$ cat src/rtl/serial_pkg.sv
`default_nettype none
// ============================================================================
//  Module      : serial_pkg
//  Description : Shared types and constants for the 10-bit processor serial
//                link (transmitter and receiver sides).
//                  tx_state_t          - transmitter frame state
//                  DATA_W_DEF          - default data bits per frame
//                  BAUD_DIV_DEF        - default clock cycles per serial bit
//                  IDLE_LVL/START_LVL  - line levels for idle/stop and start
//                  cnt_width()         - counter width, never below 1 bit
//  Revision    : 1.0 - initial release
// ============================================================================
package serial_pkg;

    typedef enum logic [1:0] {
        IDLE  = 2'd0,
        START = 2'd1,
        DATA  = 2'd2,
        STOP  = 2'd3
    } tx_state_t;

    localparam int DATA_W_DEF   = 10;
    localparam int BAUD_DIV_DEF = 16;

    // Line levels, shared with the receiver so both ends agree on polarity.
    localparam logic IDLE_LVL  = 1'b1;
    localparam logic START_LVL = 1'b0;

    // Width of a counter that must hold 0..n-1; a single-value counter still
    // needs one bit so the register exists.
    function automatic int cnt_width(input int n);
        return (n > 1) ? $clog2(n) : 1;
    endfunction

endpackage
`default_nettype wire

$ cat src/rtl/serial_tx_10_if.sv
`default_nettype none
// ============================================================================
//  Module      : serial_tx_10_if
//  Description : Load handshake and serial line bundle of the transmitter.
//                  DIN  - word to transmit           (master -> slave)
//                  LD   - load request / valid       (master -> slave)
//                  RDY  - ready, load accepted on LD && RDY (slave -> master)
//                  TXD  - serial line, idles high    (slave -> master)
//                  BUSY - frame in progress          (slave -> master)
//  Revision    : 1.0 - initial release
// ============================================================================
interface serial_tx_10_if
    import serial_pkg::*;
#(
    parameter int DATA_W = DATA_W_DEF
);

    logic [DATA_W-1:0] DIN;
    logic              LD;
    logic              RDY;
    logic              TXD;
    logic              BUSY;

    modport master (
        output DIN,
        output LD,
        input  RDY,
        input  TXD,
        input  BUSY
    );

    modport slave (
        input  DIN,
        input  LD,
        output RDY,
        output TXD,
        output BUSY
    );

endinterface
`default_nettype wire

$ cat src/rtl/baud_tick_gen.sv
`default_nettype none
// ============================================================================
//  Module      : baud_tick_gen
//  Description : Bit-period timer. Pulses TICK for one cycle on the last
//                cycle of every BAUD_DIV-cycle bit period.
//                  CLK  - clock, rising edge
//                  RST  - synchronous active-high reset
//                  CLR  - restart the bit period (asserted on frame load)
//                  TICK - last cycle of the current bit period
//  Revision    : 1.0 - initial release
// ============================================================================
module baud_tick_gen
    import serial_pkg::*;
#(
    parameter int BAUD_DIV = BAUD_DIV_DEF
) (
    input  wire logic CLK,
    input  wire logic RST,
    input  wire logic CLR,
    output logic      TICK
);

    localparam int            CW     = cnt_width(BAUD_DIV);
    localparam logic [CW-1:0] C_LAST = CW'(BAUD_DIV - 1);

    logic [CW-1:0] r_cnt;

    // With BAUD_DIV=1 the counter sits at 0 and every cycle is a tick.
    assign TICK = (r_cnt == C_LAST);

    always_ff @(posedge CLK) begin
        if (RST || CLR) begin
            r_cnt <= '0;
        end else if (TICK) begin
            r_cnt <= '0;
        end else begin
            r_cnt <= r_cnt + CW'(1);
        end
    end

endmodule
`default_nettype wire

$ cat src/rtl/serial_tx_10.sv
`default_nettype none
// ============================================================================
//  Module      : serial_tx_10
//  Description : Parallel-to-serial transmitter. Accepts one DATA_W-bit word
//                on LD && RDY and sends start bit (0), data LSB first, stop
//                bit (1), each bit lasting BAUD_DIV clocks.
//                  CLK  - clock, rising edge
//                  RST  - synchronous active-high reset
//                  bus  - serial_tx_10_if.slave (DIN, LD, RDY, TXD, BUSY)
//  Revision    : 1.0 - initial release
// ============================================================================
module serial_tx_10
    import serial_pkg::*;
#(
    parameter int DATA_W   = DATA_W_DEF,
    parameter int BAUD_DIV = BAUD_DIV_DEF
) (
    input  wire logic     CLK,
    input  wire logic     RST,
    serial_tx_10_if.slave bus
);

    localparam int            BW         = cnt_width(DATA_W);
    localparam logic [BW-1:0] C_LAST_BIT = BW'(DATA_W - 1);

    tx_state_t         r_state;
    logic [DATA_W-1:0] r_shreg;
    logic [BW-1:0]     r_bit_cnt;
    logic              r_txd;
    logic              r_rdy;

    logic              w_load;
    logic              w_tick;
    logic [DATA_W-1:0] w_shreg_next;

    assign w_load       = bus.LD && r_rdy;
    assign w_shreg_next = r_shreg >> 1;

    // Restarting the timer on load aligns the first bit period with the
    // cycle the start bit appears on the line.
    baud_tick_gen #(
        .BAUD_DIV (BAUD_DIV)
    ) u_baud_tick_gen (
        .CLK  (CLK),
        .RST  (RST),
        .CLR  (w_load),
        .TICK (w_tick)
    );

    // TXD and RDY are loaded with the value belonging to the next state, so
    // the line changes on the same edge as the state transition.
    always_ff @(posedge CLK) begin
        if (RST) begin
            r_state   <= IDLE;
            r_shreg   <= '0;
            r_bit_cnt <= '0;
            r_txd     <= IDLE_LVL;
            r_rdy     <= 1'b1;
        end else begin
            case (r_state)
                IDLE: begin
                    if (bus.LD) begin
                        r_shreg <= bus.DIN;
                        r_state <= START;
                        r_txd   <= START_LVL;
                        r_rdy   <= 1'b0;
                    end
                end
                START: begin
                    if (w_tick) begin
                        r_state   <= DATA;
                        r_bit_cnt <= '0;
                        r_txd     <= r_shreg[0];
                    end
                end
                DATA: begin
                    if (w_tick) begin
                        r_shreg <= w_shreg_next;
                        if (r_bit_cnt == C_LAST_BIT) begin
                            r_state   <= STOP;
                            r_bit_cnt <= '0;
                            r_txd     <= IDLE_LVL;
                        end else begin
                            r_bit_cnt <= r_bit_cnt + BW'(1);
                            r_txd     <= w_shreg_next[0];
                        end
                    end
                end
                STOP: begin
                    if (w_tick) begin
                        r_state <= IDLE;
                        r_rdy   <= 1'b1;
                    end
                end
                default: begin
                    r_state <= IDLE;
                    r_txd   <= IDLE_LVL;
                    r_rdy   <= 1'b1;
                end
            endcase
        end
    end

    assign bus.TXD  = r_txd;
    assign bus.RDY  = r_rdy;
    assign bus.BUSY = ~r_rdy;

endmodule
`default_nettype wire

$ cat src/flat_wrapper.sv
// flat-port wrapper written by rule: the top's interface ports become plain ports
module serial_tx_10_flat import serial_pkg::*;
#(
    parameter int DATA_W   = DATA_W_DEF,
    parameter int BAUD_DIV = BAUD_DIV_DEF
)
  (CLK, RST, bus_DIN, bus_LD, bus_RDY, bus_TXD, bus_BUSY);
  serial_tx_10_if #(.DATA_W(DATA_W)) bus_i ();
  input  wire logic CLK;
  input  wire logic RST;
  input wire logic [$bits(bus_i.DIN)-1:0] bus_DIN;
  input wire logic [$bits(bus_i.LD)-1:0] bus_LD;
  output wire logic [$bits(bus_i.RDY)-1:0] bus_RDY;
  output wire logic [$bits(bus_i.TXD)-1:0] bus_TXD;
  output wire logic [$bits(bus_i.BUSY)-1:0] bus_BUSY;
  assign bus_i.DIN = bus_DIN;
  assign bus_i.LD = bus_LD;
  assign bus_RDY = bus_i.RDY;
  assign bus_TXD = bus_i.TXD;
  assign bus_BUSY = bus_i.BUSY;
  serial_tx_10 #(.DATA_W(DATA_W), .BAUD_DIV(BAUD_DIV)) u_core (.CLK(CLK), .RST(RST), .bus(bus_i));
endmodule
$ cat config.mk
export PLATFORM = sky130hd
export DESIGN_NAME = serial_tx_10_flat
export DESIGN_NICKNAME = d
export VERILOG_FILES = /design/src/rtl/serial_pkg.sv /design/src/rtl/serial_tx_10_if.sv /design/src/rtl/baud_tick_gen.sv /design/src/rtl/serial_tx_10.sv /design/src/flat_wrapper.sv
export SDC_FILE = /design/constraint.sdc
export NUM_CORES = 1
export LEC_CHECK = 0
export ABC_AREA = 1
export CAP_MARGIN = 20
export CORE_UTILIZATION = 40
export CTS_BUF_LIST = sky130_fd_sc_hd__clkbuf_4 sky130_fd_sc_hd__clkbuf_8 sky130_fd_sc_hd__clkbuf_16
export DETAILED_ROUTE_END_ITERATION = 8
export PLACE_DENSITY = 0.72
export SLEW_MARGIN = 20
export SYNTH_ARGS = -nofsm -noshare
export SYNTH_HDL_FRONTEND = slang
export SYNTH_SLANG_ARGS = --single-unit
$ cat constraint.sdc
create_clock -name CLK -period 3 [get_ports CLK]
set_input_delay 0.6 -clock CLK [delete_from_list [all_inputs] [get_ports CLK]]
set_output_delay 0.6 -clock CLK [all_outputs]
set_load 0.03 [all_outputs]
==> metrics, run 1 <==
post-cts sizing count=0; clk buf depth=2; CTS tree=built; Cells after Synth=160; IO Port Bufs=15; DRC Markers=0; FILL cells=313; per-cell routed wire length=10.3 µm; Worst Tran Pin Value=659 ps; net count after synthesis=181; die width=58.8 µm; Initial DRC Count=63; clk_lat worst skew=300 ps; fmax=0.503 GHz; hold_buf cts=0; Rel. slew slack=56.1%; Setup Viol. Count Final=0; CP max stage cell=clkdlybuf4s50_1; max cap viols=0; Pwr Density=824 nW/µm²; largest net degree at the start of global routing=15; LEAKAGE=0.000631 µW; crit end category=primary output; Fin. Hold Viols=0; diode count=0; HP Class=flop to flop; grt ovf=0; antenna violations before repair=0; number of global-route vias before repair=991; final worst path period need=1990 ps; area of the mapped netlist=1290 µm²; Syn. warnings=0; top-area cell type share of the netlist area=34.2%; worst reg-to-reg path cell count=7; WP buf/inv=2; reg2reg end=u_core.r_shreg[9]$_SDFFE_PP0P_; setup bufs post-CTS=0; outcome=complete, no violations; end of the worst hold path=u_core.u_baud_tick_gen.r_cnt[0]$_SDFF_PP0_; Seq/Total Area, Yosys=34.2%; hold path cells=1; Antenna Nets Post-Route=0; most frequent cell after synthesis=nand2_1; period utilization=66.3%; number of synthesized flops with an enable pin=0; Max FO, Critical Path=3; hold_sp=u_core.u_baud_tick_gen.r_cnt[0]$_SDFF_PP0_; Via-to-Cell Ratio=4.64; vias after detailed routing=1,020; share of layout cells above drive strength 1=19.9%; Critical Path AT=1390 ps; Post-synth top cells=32 x nand2_1, 22 x dfxtp_1, 21 x nor2_1, 17 x inv_1, 12 x nand3_1; drt total wl=2.27 mm; RSZ-0062 raised after global routing=no; ys flop type=dfxtp_1; Reg area=440 µm²; Crit Path Class=flop to primary output; Reg clk slew, reported paths=110 ps; max incr delay on CP=670 ps; Yosys cell types=27; Max VDD drop=0.296 mV; Setup WS pre-CTS=1050 ps; CTS root buffer=clkbuf_4; site row count=20; Multi-input gate area=741 µm²; H-tree Lvls=1; reg2reg start=u_core.r_state[0]$_SDFFE_PP0P_; die area=3450 µm²; Post-DP HPWL=1.76 mm; # nets final=199; drt pass-1 iters=6; num ports=16; Final Max Slew Viols=0; CTS buffer count=3; Area Overhead vs Synth=15.5%; initial core utilization=42.2%; Seq cells post-synth=22; syn avg cell area=8.05 µm²; CP Launch Point=u_core.bus.RDY$_SDFFE_PP1P_; first-pass GRT wire length=4.12 mm; fraction of registers with async set/reset=0%; setup ws final=1010 ps; Area contributors post-synth=dfxtp_1 34%, nand2_1 9.3%, ha_1 7.8%; worst-path cell chain=inv_1, clkdlybuf4s50_1; Core ar.=3050 µm²; Vert. Die Dim=58.8 µm; critical path required time=2400 ps; CTS sink cnt=22; Fin Setup TNS=0 ps; R2R Setup Slk=1060 ps; All-Layer GR Usage=15.3%; GP Congestion=0.774; critical path's top delay family=buffers and inverters; biggest area consumer among synthesized cells=dfxtp_1; crit start category=flop; clk_skew=4.07 ps
==> kinds of logic after synthesis <==
logic type,share of synthesized area [%]
compound gates,8.54
mux,7.86
simple gates,31.9
fa+ha+maj,7.77
buf+inv,8.35
xor+xnor,1.36
flops,34.2
==> sequential cells by signal, summed over array words and instances (netlist names) <==
name,count
u_core.r_state,2
u_core.r_shreg,10
u_core.u_baud_tick_gen.r_cnt,4
u_core.r_bit_cnt,4
u_core.bus.TXD,1
u_core.bus.RDY,1
==> how the worst max path moves through the flow <==
stage | endpoint | slack, ps | cells after the start
after floorplan | u_core.r_shreg[0]$_SDFFE_PP0P_ | 1570 | 6
after global placement | u_core.r_shreg[4]$_SDFFE_PP0P_ | 1100 | 7
after detailed placement | u_core.r_shreg[9]$_SDFFE_PP0P_ | 1050 | 7
after CTS | bus_BUSY | 1000 | 2
after global routing | u_core.r_shreg[9]$_SDFFE_PP0P_ | 870 | 7
final | bus_BUSY | 1010 | 2
==> per-stage QoR <==
step                      util [%]  cells  total power, µW  hold slack, ps  area, µm²
after floorplan                  -    160             1010             418       1290
after global placement        48.0    217             1070             431       1470
after detailed placement      48.0    217             1110             457       1470
after CTS                     48.8    220             1240             475       1490
after global routing          48.8    220             1340             498       1490
final                         48.8    220             1230             473       1490
==> report_power, final <==
group	total (µW)	internal, µW	switching, µW
clock	129	46.8	82.2
sequential	450	382	68.2
combinational	648	260	388
==> routing by layer <==
metal	track usage (%)	share of wire [%]	vias to the layer above
met4	4.08	1.1	0
li1	-	-	541
met1	18.8	48	457
met5	0	0	-
met3	3.96	4.7	3
met2	26.5	46	19
==> worst reg2reg max path: cells and delay by family (launching register included) <==
family                   cells  cell delay, ps
buffers and inverters        2             270
AO/OA/AOI/OAI                1             120
adder cells (fa/ha/maj)      1             590
AND/OR/NAND/NOR              3             540
flip-flops                   1             360
==> area by class of cell <==
cell class / instances / area share, %
clock buffer: 3 / 1.51
inverter: 18 / 4.87
multi-input combinational: 117 / 49.7
sequential: 22 / 29.6
tap: 44 / 3.70
timing repair buffer: 16 / 10.6
==> layout by cell type (no fill, tap or decap) <==
| cell | count |
|---|---|
| a21oi_1 | 1 |
| a21oi_2 | 10 |
| nand2_2 | 11 |
| o21ai_1 | 1 |
| xnor2_1 | 1 |
| nor2_2 | 2 |
| clkdlybuf4s50_1 | 15 |
| dfxtp_1 | 22 |
| nand3_4 | 1 |
| nand2_4 | 1 |
| o21ai_0 | 1 |
| nand3b_4 | 1 |
| or2_2 | 1 |
| clkbuf_4 | 3 |
| mux2_2 | 2 |
| o211ai_1 | 1 |
| xor2_1 | 1 |
| mux2_1 | 7 |
| nor2_1 | 21 |
| nand2_1 | 32 |
| inv_1 | 17 |
| nand4_1 | 1 |
| clkinv_4 | 1 |
| nand3_2 | 1 |
| ha_1 | 8 |
| buf_4 | 1 |
| nand3_1 | 12 |
Note: power is estimated with default switching activity, not from simulation.
==> run 2: changes to the inputs <==
PLACE_DENSITY = 0.74   (was 0.72)
clock period = 1.6 ns   (was 3 ns; I/O delays follow)
==> metrics, run 2 (synthesis gave the netlist of run 1 again) <==
Max VDD drop=0.688 mV; max reg flops=10; num ports=16; Setup Viol. Count Final=0; WHS=457 ps; Crit Path Class=flop to flop; per-cell routed wire length=9.56 µm; CTS root buffer=clkbuf_4; die width=58.8 µm; diode count=0; period utilization=91.7%; R2R Setup Slk=130 ps; IO Port Bufs=15; drt pass-1 iters=4; antenna violations before repair=0; CTS sink cnt=22; CP Launch Point=u_core.r_state[0]$_SDFFE_PP0P_; number of global-route vias before repair=973; LEAKAGE=0.000667 µW; clk_lat worst skew=310 ps; met2 Use GR=25.3%; CTS buffer count=3; Post-DP HPWL=1.68 mm; Max FO, Critical Path=10; initial core utilization=42.2%; share of layout cells above drive strength 1=23.6%; most frequent cells in the layout=32 x nand2_1, 21 x nor2_1, 21 x dfxtp_1, 17 x inv_1; Regs by FF count=u_core.r_shreg x10, u_core.r_bit_cnt x4, u_core.u_baud_tick_gen.r_cnt x4; H-tree Lvls=1; site row count=20; die area=3450 µm²; setup bufs post-CTS=0; Vert. Die Dim=58.8 µm; drt total wl=2.16 mm; reg2reg start=u_core.r_state[0]$_SDFFE_PP0P_; RSZ-0062 raised after global routing=no; Final Util=50.8%; hold_sp=u_core.u_baud_tick_gen.r_cnt[0]$_SDFF_PP0_; grt met3 use=4.62%; largest net degree at the start of global routing=12; clk buf depth=2; Area Overhead vs Synth=20.3%; clk_skew=4.07 ps; Final Max Slew Viols=0; Via-to-Cell Ratio=4.57; HP Class=flop to flop; vias after detailed routing=1,032; Initial DRC Count=17; commonest non-fill, non-tap cell in the layout=nand2_1; Fin Setup TNS=0 ps; critical path required time=1820 ps; grt met1 use=18.7%; Reg clk slew, reported paths=120 ps; cell area after layout=1550 µm²; # nets final=205; first-pass GRT wire length=3.99 mm; outcome=complete, no violations; max cap viols=0; Worst Tran Pin Value=346 ps; All-Layer GR Usage=15.3%; grt ovf=0; CTS tree=built; Fin. Hold Viols=0; Biggest register=u_core.r_shreg; gr busiest metal=met2; crit start category=flop; Critical Path AT=1680 ps; Rel. slew slack=76.8%; DRC Markers=0; Antenna Nets Post-Route=0; final worst path period need=1470 ps; crit end category=flop; Pwr Density=1570 nW/µm²; Core ar.=3050 µm²; fmax=0.682 GHz; GP Congestion=0.806; Post-DP Area=1520 µm²
==> run 2: cell types whose count changed in the layout (fill, tap and decap cells not counted) <==
cell / delta
buf_12: +1
dfxtp_1: -1
clkdlybuf4s50_1: -3
dfxtp_2: +1
buf_4: +4
buf_6: +1
ha_1: -1
dlygate4sd2_1: +3
ha_2: +1
==> run 2: final timing paths <==
kind / to / cells after the start
setup reg to reg: u_core.r_shreg[6]$_SDFFE_PP0P_ / 6
hold reg to reg: u_core.u_baud_tick_gen.r_cnt[0]$_SDFF_PP0_ / 1
setup / recovery: u_core.r_shreg[6]$_SDFFE_PP0P_ / 6
hold / removal: u_core.u_baud_tick_gen.r_cnt[0]$_SDFF_PP0_ / 1
==> run 2: critical path: stages, from the launching register on <==
cell and delay [ps]:
dfxtp_2 360, inv_1 100, ha_2 260, buf_6 170
mux2_1 340, nand2_1 80, a21oi_2 50
==> run 2: per-layer routing <==
metal / wire length [µm] / vias up
li1: - / 557
met3: 84 / 5
met2: 960 / 20
met5: 0 / -
met4: 34 / 0
met1: 1080 / 450
==> run 2: area by class of cell <==
class	count	area (µm²)
inverter	18	72.6
fill	324	1500
timing repair buffer	22	215
multi-input combinational	117	743
tap	44	55.1
clock buffer	3	22.5
sequential	22	442
==> run 2: power breakdown <==
part	internal [µW]	switching, µW
sequential	719	126
clock	88.2	168
combinational	594	740
total	1400	1030
==> run 2: what timing repair did <==
item | in CTS | in global routing
resized for setup | 3 | 3
endpoints found under the setup margin | 3 | 10
hold buffers | 0 | 0
endpoints found under the hold margin | 0 | 0
==> run 2: per-stage QoR <==
| step | cells | total power, µW | worst slack [ps] |
|---|---|---|---|
| CTS | 226 | 2450 | 13.2 |
| floorplan | 160 | 1890 | 168 |
| detailed placement | 223 | 2210 | 34.7 |
| global route | 226 | 2660 | 19.2 |
| global placement | 223 | 2190 | 40.6 |
| finish | 226 | 2440 | 133 |
